[src/rtl/phase_sched.sv]
// Phase sequencer for a decade time-base counter: runs PHASES phases of dur[k] counter periods each.
// Build option PHASE_SCHED_LOOP_EN: wrap to phase 0 after the last phase instead of finishing.
module phase_sched #(
    parameter int PHASES = 4,
    parameter int DW     = 4,
    localparam int PW    = $clog2(PHASES)
) (
    input  logic                 clk,
    input  logic                 rst_n,
    input  logic                 start_i,
    input  logic                 pause_i,
    input  logic                 stop_i,
    input  logic [PHASES*DW-1:0] dur_i,
    input  logic                 cnt_carry_i,
    output logic                 cnt_en_o,
    output logic                 cnt_rst_o,
    output logic [PW-1:0]        phase_o,
    output logic                 busy_o,
    output logic                 phase_tick_o,
    output logic                 done_o,
    output logic [2:0]           dbg_state_o
);

    localparam logic [2:0] S_IDLE = 3'd0;
    localparam logic [2:0] S_ARM  = 3'd1;
    localparam logic [2:0] S_RUN  = 3'd2;
    localparam logic [2:0] S_HOLD = 3'd3;
    localparam logic [2:0] S_DONE = 3'd4;

    logic [2:0]           state_q, state_d;
    logic                 carry_q;
    logic [DW-1:0]        rem_q, rem_d;
    logic [PW-1:0]        phase_q, phase_d;
    logic [PHASES*DW-1:0] dur_q, dur_d;
    logic                 cnt_en_q, cnt_en_d;
    logic                 cnt_rst_q, cnt_rst_d;
    logic                 busy_q, busy_d;
    logic                 tick_q, tick_d;
    logic                 done_q, done_d;
    logic                 last_q, last_d;

    logic                 carry_edge;
    logic                 phase_last;
    logic [PW-1:0]        phase_nxt;
    logic [DW-1:0]        dur_nxt;
    logic                 stop_busy;

    // Only the rising edge of carry counts; a carry held by a frozen counter is seen once.
    assign carry_edge = cnt_carry_i & ~carry_q;
    assign phase_last = (phase_q == PW'(PHASES - 1));
    assign phase_nxt  = phase_last ? '0 : phase_q + 1'b1;
    assign dur_nxt    = dur_q[int'(phase_nxt)*DW +: DW];
    assign stop_busy  = stop_i & ((state_q == S_ARM) | (state_q == S_RUN) | (state_q == S_HOLD));

    always_comb begin
        state_d   = state_q;
        rem_d     = rem_q;
        phase_d   = phase_q;
        dur_d     = dur_q;
        cnt_rst_d = 1'b0;
        tick_d    = 1'b0;
        last_d    = 1'b0;
        case (state_q)
            S_IDLE: begin
                if (start_i && !stop_i) begin
                    dur_d     = dur_i;
                    phase_d   = '0;
                    rem_d     = dur_i[DW-1:0];
                    cnt_rst_d = 1'b1;
                    state_d   = S_ARM;
                end
            end
            S_ARM: begin
                if (stop_i) begin
                    cnt_rst_d = 1'b1;
                    state_d   = S_IDLE;
                end else begin
                    state_d = S_RUN;
                end
            end
            S_RUN: begin
                if (stop_i) begin
                    cnt_rst_d = 1'b1;
                    state_d   = S_IDLE;
                end else if (pause_i) begin
                    state_d = S_HOLD;
                end else if (carry_edge) begin
                    // rem of 0 or 1 both mean "this is the final period of the phase".
                    if (rem_q > DW'(1)) begin
                        rem_d = rem_q - 1'b1;
                    end else begin
                        tick_d = 1'b1;
                        if (!phase_last) begin
                            phase_d = phase_nxt;
                            rem_d   = dur_nxt;
                        end else begin
                            last_d = 1'b1;
`ifdef PHASE_SCHED_LOOP_EN
                            phase_d = '0;
                            rem_d   = dur_q[DW-1:0];
`else
                            state_d = S_DONE;
`endif
                        end
                    end
                end
            end
            S_HOLD: begin
                if (stop_i) begin
                    cnt_rst_d = 1'b1;
                    state_d   = S_IDLE;
                end else if (!pause_i) begin
                    state_d = S_RUN;
                end
            end
            S_DONE: begin
                state_d = S_IDLE;
            end
            default: begin
                state_d = S_IDLE;
            end
        endcase
    end

    assign cnt_en_d = (state_d == S_RUN);
    assign busy_d   = (state_d == S_ARM) | (state_d == S_RUN) | (state_d == S_HOLD);
    // done follows the final tick by one cycle; an abort in that cycle suppresses it.
    assign done_d   = last_q & ~stop_busy;

    always_ff @(posedge clk or negedge rst_n) begin
        if (!rst_n) begin
            state_q   <= S_IDLE;
            carry_q   <= 1'b0;
            rem_q     <= '0;
            phase_q   <= '0;
            dur_q     <= '0;
            cnt_en_q  <= 1'b0;
            cnt_rst_q <= 1'b0;
            busy_q    <= 1'b0;
            tick_q    <= 1'b0;
            done_q    <= 1'b0;
            last_q    <= 1'b0;
        end else begin
            state_q   <= state_d;
            carry_q   <= cnt_carry_i;
            rem_q     <= rem_d;
            phase_q   <= phase_d;
            dur_q     <= dur_d;
            cnt_en_q  <= cnt_en_d;
            cnt_rst_q <= cnt_rst_d;
            busy_q    <= busy_d;
            tick_q    <= tick_d;
            done_q    <= done_d;
            last_q    <= last_d;
        end
    end

    assign cnt_en_o     = cnt_en_q;
    assign cnt_rst_o    = cnt_rst_q;
    assign phase_o      = phase_q;
    assign busy_o       = busy_q;
    assign phase_tick_o = tick_q;
    assign done_o       = done_q;
    assign dbg_state_o  = state_q;

endmodule

[config.mk]
export PLATFORM = sky130hd
export DESIGN_NAME = phase_sched
export DESIGN_NICKNAME = d
export VERILOG_FILES = /design/src/rtl/phase_sched.sv
export SDC_FILE = /design/constraint.sdc
export NUM_CORES = 1
export LEC_CHECK = 0
export ABC_CLOCK_PERIOD_IN_PS = 2000
export CORE_ASPECT_RATIO = 1.4
export CORE_MARGIN = 1
export CORE_UTILIZATION = 30
export CTS_CLUSTER_SIZE = 12
export DETAILED_ROUTE_END_ITERATION = 8
export GPL_TIMING_DRIVEN = 0
export PLACE_DENSITY_LB_ADDON = 0.1
export SLEW_MARGIN = 30
export SYNTH_ARGS = -nofsm -noshare
export SYNTH_HDL_FRONTEND = slang
export SYNTH_SLANG_ARGS = --single-unit
export TNS_END_PERCENT = 50
[constraint.sdc]
create_clock -name clk -period 2 [get_ports clk]
set_input_delay 0.4 -clock clk [delete_from_list [all_inputs] [get_ports clk]]
set_output_delay 0.4 -clock clk [all_outputs]
set_load 0.01 [all_outputs]
# Yosys cells after proc, flatten, opt, wreduce, memory -nomap -nowiden

Index checks and enable logic that the tools add are counted.

Mux-type cells: 39
Equality and inequality tests: 14
Divide/modulo/power cells: 0
Magnitude comparators: 1
Bitwise gates (word level): 9
Shift operators: 1
Multiply operators: 0
$add $sub $neg: 2
Reductions and logical operators: 8

Operators with widths:

| kind                  | number |
|---|---|
| $mux W3               | 8 |
| $mux W4               | 6 |
| $mux W2               | 8 |
| $shiftx A16 B5 Y4     | 1 |
| $mux W1               | 13 |
| $eq A3 B2 Y1 const B  | 4 |
| $ne A2 B2 Y1 const B  | 6 |
| $pmux W3 S4           | 1 |
| $pmux W4 S2           | 1 |
| $reduce_and A7 Y1     | 1 |
| $eq A3 B1 Y1 const B  | 2 |
| $reduce_and A6 Y1     | 1 |
| $gt A4 B1 Y1 const B  | 1 |
| $or A1 B1 Y1          | 4 |
| $pmux W2 S2           | 1 |
| $sub A4 B1 Y4 const B | 1 |
| $and A1 B1 Y1         | 3 |
| $logic_not A3 Y1      | 1 |
| $ne A3 B2 Y1 const B  | 1 |
| $reduce_or A3 Y1      | 1 |
| $add A2 B1 Y2 const B | 1 |
| $eq A2 B2 Y1 const B  | 1 |
| $not A1 Y1            | 2 |
| $pmux W1 S2           | 1 |
| 4 further kinds       | 4 |

Output and inout port bits: 10
Word-level logic and storage cells: 85
Latch bits: 0
Memories: 0
ROM bits: 0
Memory bits (writable): 0
Bits in registers: 32

# Logic depth before layout (Yosys ltp)

Word-level depth: 10
Gate-level depth with buffers: 7

# Worst setup path after synthesis

OpenSTA, ideal clock, no wires.

Path kind: flip-flop to flip-flop
Start point: reg phase_q[0] (netlist: phase_o[0])
End point: reg rem_q[2]
Data arrival time: 1.853 ns
Period minus slack after synthesis: 1.984 ns
Setup time: 0.132 ns
Path slack: 0.016 ns
Buffers on the path: 1
Data required time: 1.868 ns
Stages on the path, launching flop included: 6
Path through: dfrtp_1 ha_1 clkbuf_1 mux4_2 a221oi_1 a21oi_1

Longest elaborated chain between the ends: 9
Elaborated cells on any way between the ends: 12
Those cells by class: 1 x add/sub; 2 x eq/ne; 1 x shift; 7 x mux; 1 x reduce/logical

RTL lines:

| what                                                 | RTL line | text |
|---|---|---|
| start: declaration                                   | 33       | `logic [PW-1:0] phase_q, phase_d;` |
| start signal: assignment                             | 147      | `phase_q <= phase_d;` |
| $add A2 B1 Y2 / $eq A2 B2 Y1 (equally long branches) | 51, 50   |  |
| $mux W2                                              | 51       | `assign phase_nxt = phase_last ? '0 : phase_q + 1'b1;` |
| $shiftx A16 B5 Y4                                    | 52       | `assign dur_nxt = dur_q[int'(phase_nxt)*DW +: DW];` |
| $mux W4                                              | 93       | `if (!phase_last) begin` |
| $mux W4                                              | 89       | `if (rem_q > DW'(1)) begin` |
| $mux W4                                              | 87       | `end else if (carry_edge) begin` |
| $mux W4                                              | 85       | `end else if (pause_i) begin` |
| $mux W4                                              | 82       | `if (stop_i) begin` |
| $pmux W4 S2                                          | 63       | `case (state_q)` |
| end signal: assignment                               | 146      | `rem_q <= rem_d;` |
| end: declaration                                     | 32       | `logic [DW-1:0] rem_q, rem_d;` |

Parallel ways exist; a longest one is shown, timed or not. The select of a mux whose other input is x is not followed.
A chain may end at the register's enable or synchronous reset.

# Worst setup path after layout

Start point: reg state_q[0] (netlist: dbg_state_o[0])
End point: reg phase_q[0] (netlist: phase_o[0])

Longest elaborated chain between the ends: 3
Elaborated cells on any way between the ends: 11
Those cells by class: 7 x eq/ne; 1 x mux; 3 x reduce/logical

RTL lines:

| what                                                                       | RTL line | text |
|---|---|---|
| start: declaration                                                         | 30       | `logic [2:0] state_q, state_d;` |
| start signal: assignment                                                   | 144      | `state_q <= state_d;` |
| $eq A3 B2 Y1 / $logic_not A3 Y1 (equally long branches)                    | 63       |  |
| $ne A2 B2 Y1 (no source line) / $reduce_bool A2 Y1 (equally long branches) | --       |  |
| $reduce_and A7 Y1 (no source line)                                         | --       |  |

Parallel ways exist; a longest one is shown, timed or not.

==> run_results.csv <==
group,metric,value,unit
critical_path,worstPathArrival,2.09,ns
route,wl,3.48,mm
synthesis,synth.avg_cell_area,9.92,um2
hold_path,worstHoldEndpoint,"dur_q[6]$_DFFE_PN0P_",
place,place_ws,-0.305,ns
power,switching_share,29.6,%
hold_path,min_from,"dur_q[6]$_DFFE_PN0P_",
die,boundaryPins,32,
run,drv_cap,0,
clock_network,cts_buffers,5,
timing,fin_ws,0.108,ns
die,start_util,31.3,%
synthesis,synth_simple_gate_area_share,25.6,%
synthesis,synthCells,154,
hold_path,worstHoldPathCells,2,
route,postRouteAntennaNets,0,
critical_path,regToRegEndpoint,"phase_o[0]$_DFFE_PN0P_",
place,gp_congestion,0.781,
critical_path,endpoint_kind,"flop",
global_route,grt_pass1_wl,5.93,mm
timing,setup_viol,0,
route,wl_per_cell,13.5,um
timing,period_minus_slack,1.89,ns
global_route,antenna_found_initial,0,
route,via_per_inst,4.72,
power,powerDensity,849,mW/mm2
clock_network,cts_tree,"yes",
layout,drive_above_1_share,11.9,%
global_route,grt-ovfl-total,0,
power,p_leak,0.000938,uW
synthesis,ys_types,34,
critical_path,critPathMaxFanout,7,
synthesis,synth_area_leaders,"dfrtp_1 52%, nand2_1 13%, mux4_2 5.9%, ha_1 2.5%, nor2_1 1.7%",
timing,finalMaxSlewViolations,0,
status,outcome,"completed",
clock_network,cts_setup_buffers,0,
clock_network,clock-sinks,32,
clock_network,root_buffer,"clkbuf_8",
critical_path,required,2.20,ns
die,dieHeight,86.4,um
power,p_int,1230,uW
critical_path,r2r-start,"dbg_state_o[0]$_DFF_PN0_",
timing,final_hold_viol_count,0,
global_route,gr-usage-all-layers,14.4,%
place,post-place-cells,250,
synthesis,synthXorXnorAreaFrac,0.573,%
timing,period_share,94.6,%
synthesis,synth_compound_area_share,8.68,%
synthesis,synth_top_family_by_area,"simple AND/OR/NAND/NOR gates",
timing,skew,0.00823,ns
layout,layout_commonest_cell,"nand2_1",
timing,holdWs,0.475,ns
route,num_vias,1214,
layout,final_cells,257,
synthesis,yosysSeqAreaShare,52.4,%
timing,clock.fmax,0.528,GHz
synthesis,synth_warnings,0,
die,die_width,62.3,um
layout,ff_latch_area,801,um2
synthesis,syn_nets,179,
synthesis,synth_edf_count,0,
power,p_sw,518,uW
layout,diodes,0,
power,max-vdd-ir-drop,0.390,mV
layout,layout.nets,217,
synthesis,synth_top_area_share,52.4,%
synthesis,synth-seq-cells,32,
critical_path,setup.worst_path.class,"flop to flop",
synthesis,synth_mux_area_share,6.55,%
synthesis,syn-cell-area,0.00153,mm2
place,place_hpwl,2.61,mm
timing,slew_headroom,62.7,%
hold_path,min_path_type,"flop to flop",
layout,fill_cells,510,
route,detail_route.iter0.violations,46,
layout,multi_input_area,698,um2
synthesis,synthAdderAreaFrac,2.46,%
die,die_area,0.00539,mm2
global_route,grt_pass1_vias,1182,
critical_path,r2r_slack,0.11,ns
synthesis,synthFlopType,"dfrtp_1",
die,num_rows,30,
power,seq_power_share,48.7,%
route,drc_errors,0,
critical_path,crit_path_start_kind,"flop",
timing,rsz0062_at_grt,"false",
power,clock_power_share,29.1,%
die,core_area,0.00488,mm2
place,port_buffers,31,
clock_network,clk-insertion-delay-late,0.28,ns
global_route,grt_max_degree,24,
clock_network,path_clk_slew,0.06,ns
power,combPwrFrac,22.2,%
synthesis,async_flop_share,100,%
synthesis,yosys.area.top_type,"dfrtp_1",
clock_network,cts_htree_levels,2,
timing,worst_pin_slew,0.558,ns
layout,final_cell_mix,"53 x nand2_1, 32 x dfrtp_1, 30 x clkdlybuf4s50_1, 7 x nor2_1, 6 x clkbuf_8",
critical_path,reg2reg_depth,6,
route,drtPass1Iterations,4,
clock_network,clk_path_buf_depth,2,
layout,area_delta_synth_final,35.0,%
[timing repair]
item                       in CTS  in global routing
hold buffers                    1                  0
pin swaps                       0                  1
resized for setup               2                  3
setup endpoints to repair      13                 14
hold endpoints to repair        6                  0
cloned                          0                  0
[critical path: stages, from the launching register on]
cell     delay, ns
dfrtp_1       0.44
or3b_1        0.41
buf_6         0.15
nor4_4        0.26
and2_4        0.23
and2b_4       0.15
mux2i_1       0.18
[layout make-up]
type | instances | share of cell area, %
tap | 64 | 3.88
buffer | 4 | 1.52
clock buffer | 8 | 4.37
inverter | 5 | 0.910
multi-input combinational | 111 | 33.9
sequential | 32 | 38.8
timing repair buffer | 33 | 16.6
[power by group through the flow]
| stage | registers [uW] | logic [uW] | clock network [uW] |
|---|---|---|---|
| 2_1_floorplan | 840 | 243 | 0 |
| 5_1_grt | 867 | 437 | 553 |
| 4_1_cts | 851 | 391 | 528 |
| 6_report | 852 | 389 | 509 |
| 3_5_place_dp | 860 | 385 | 0 |
| 3_3_place_gp | 853 | 371 | 0 |
[sequential cells by signal (all words and copies together), names as in the netlist]
signal / count
carry_q: 1
dbg_state_o: 3
done_o: 1
phase_tick_o: 1
cnt_en_o: 1
cnt_rst_o: 1
last_q: 1
busy_o: 1
phase_o: 2
rem_q: 4
dur_q: 16
[synth_stat cells (3+ instances only)]
library cell	count
a31oi_1	3
dfrtp_1	32
ha_1	3
a21oi_1	5
o21ai_1	3
nor2_1	7
clkbuf_1	4
nand2_1	53
inv_1	5
mux4_2	4
nand3_1	3
[logic make-up after synthesis]
family	after synthesis
AND/OR/NAND/NOR	81
flip-flops	32
adder cells (fa/ha/maj)	3
multiplexers	5
XOR/XNOR	1
AO/OA/AOI/OAI	21
buffers and inverters	11
[metrics by stage]
stage	utilization [%]	area [um2]	TNS, ns	total power (uW)
after global placement	39.3	1920	-7.64	1220
after detailed placement	39.8	1940	-3.67	1240
final	42.3	2060	0	1750
after global routing	42.3	2060	0	1860
after CTS	41.9	2040	0	1770
after floorplan	-	1530	0	1080
[metal layers]
metal	global-route usage [%]	share of wire, %	wire length (um)	up-vias
met3	4.08	4.2	145	4
met2	25.0	51	1790	26
li1	-	-	-	597
met1	16.6	43	1500	587
met4	6.34	1.5	51	0
met5	0	0	0	-
[worst max path at each step]
| stage | start | to | cells after the start |
|---|---|---|---|
| after floorplan | phase_o[0]$_DFFE_PN0P_ | rem_q[2]$_DFFE_PN0P_ | 5 |
| after global placement | stop_i | dur_q[9]$_DFFE_PN0P_ | 7 |
| after detailed placement | stop_i | dur_q[9]$_DFFE_PN0P_ | 7 |
| after CTS | phase_o[0]$_DFFE_PN0P_ | rem_q[2]$_DFFE_PN0P_ | 4 |
| after global routing | dbg_state_o[0]$_DFF_PN0_ | phase_o[0]$_DFFE_PN0P_ | 6 |
| final | dbg_state_o[0]$_DFF_PN0_ | phase_o[0]$_DFFE_PN0P_ | 6 |
No activity file was read; power rests on OpenSTA's default activity.
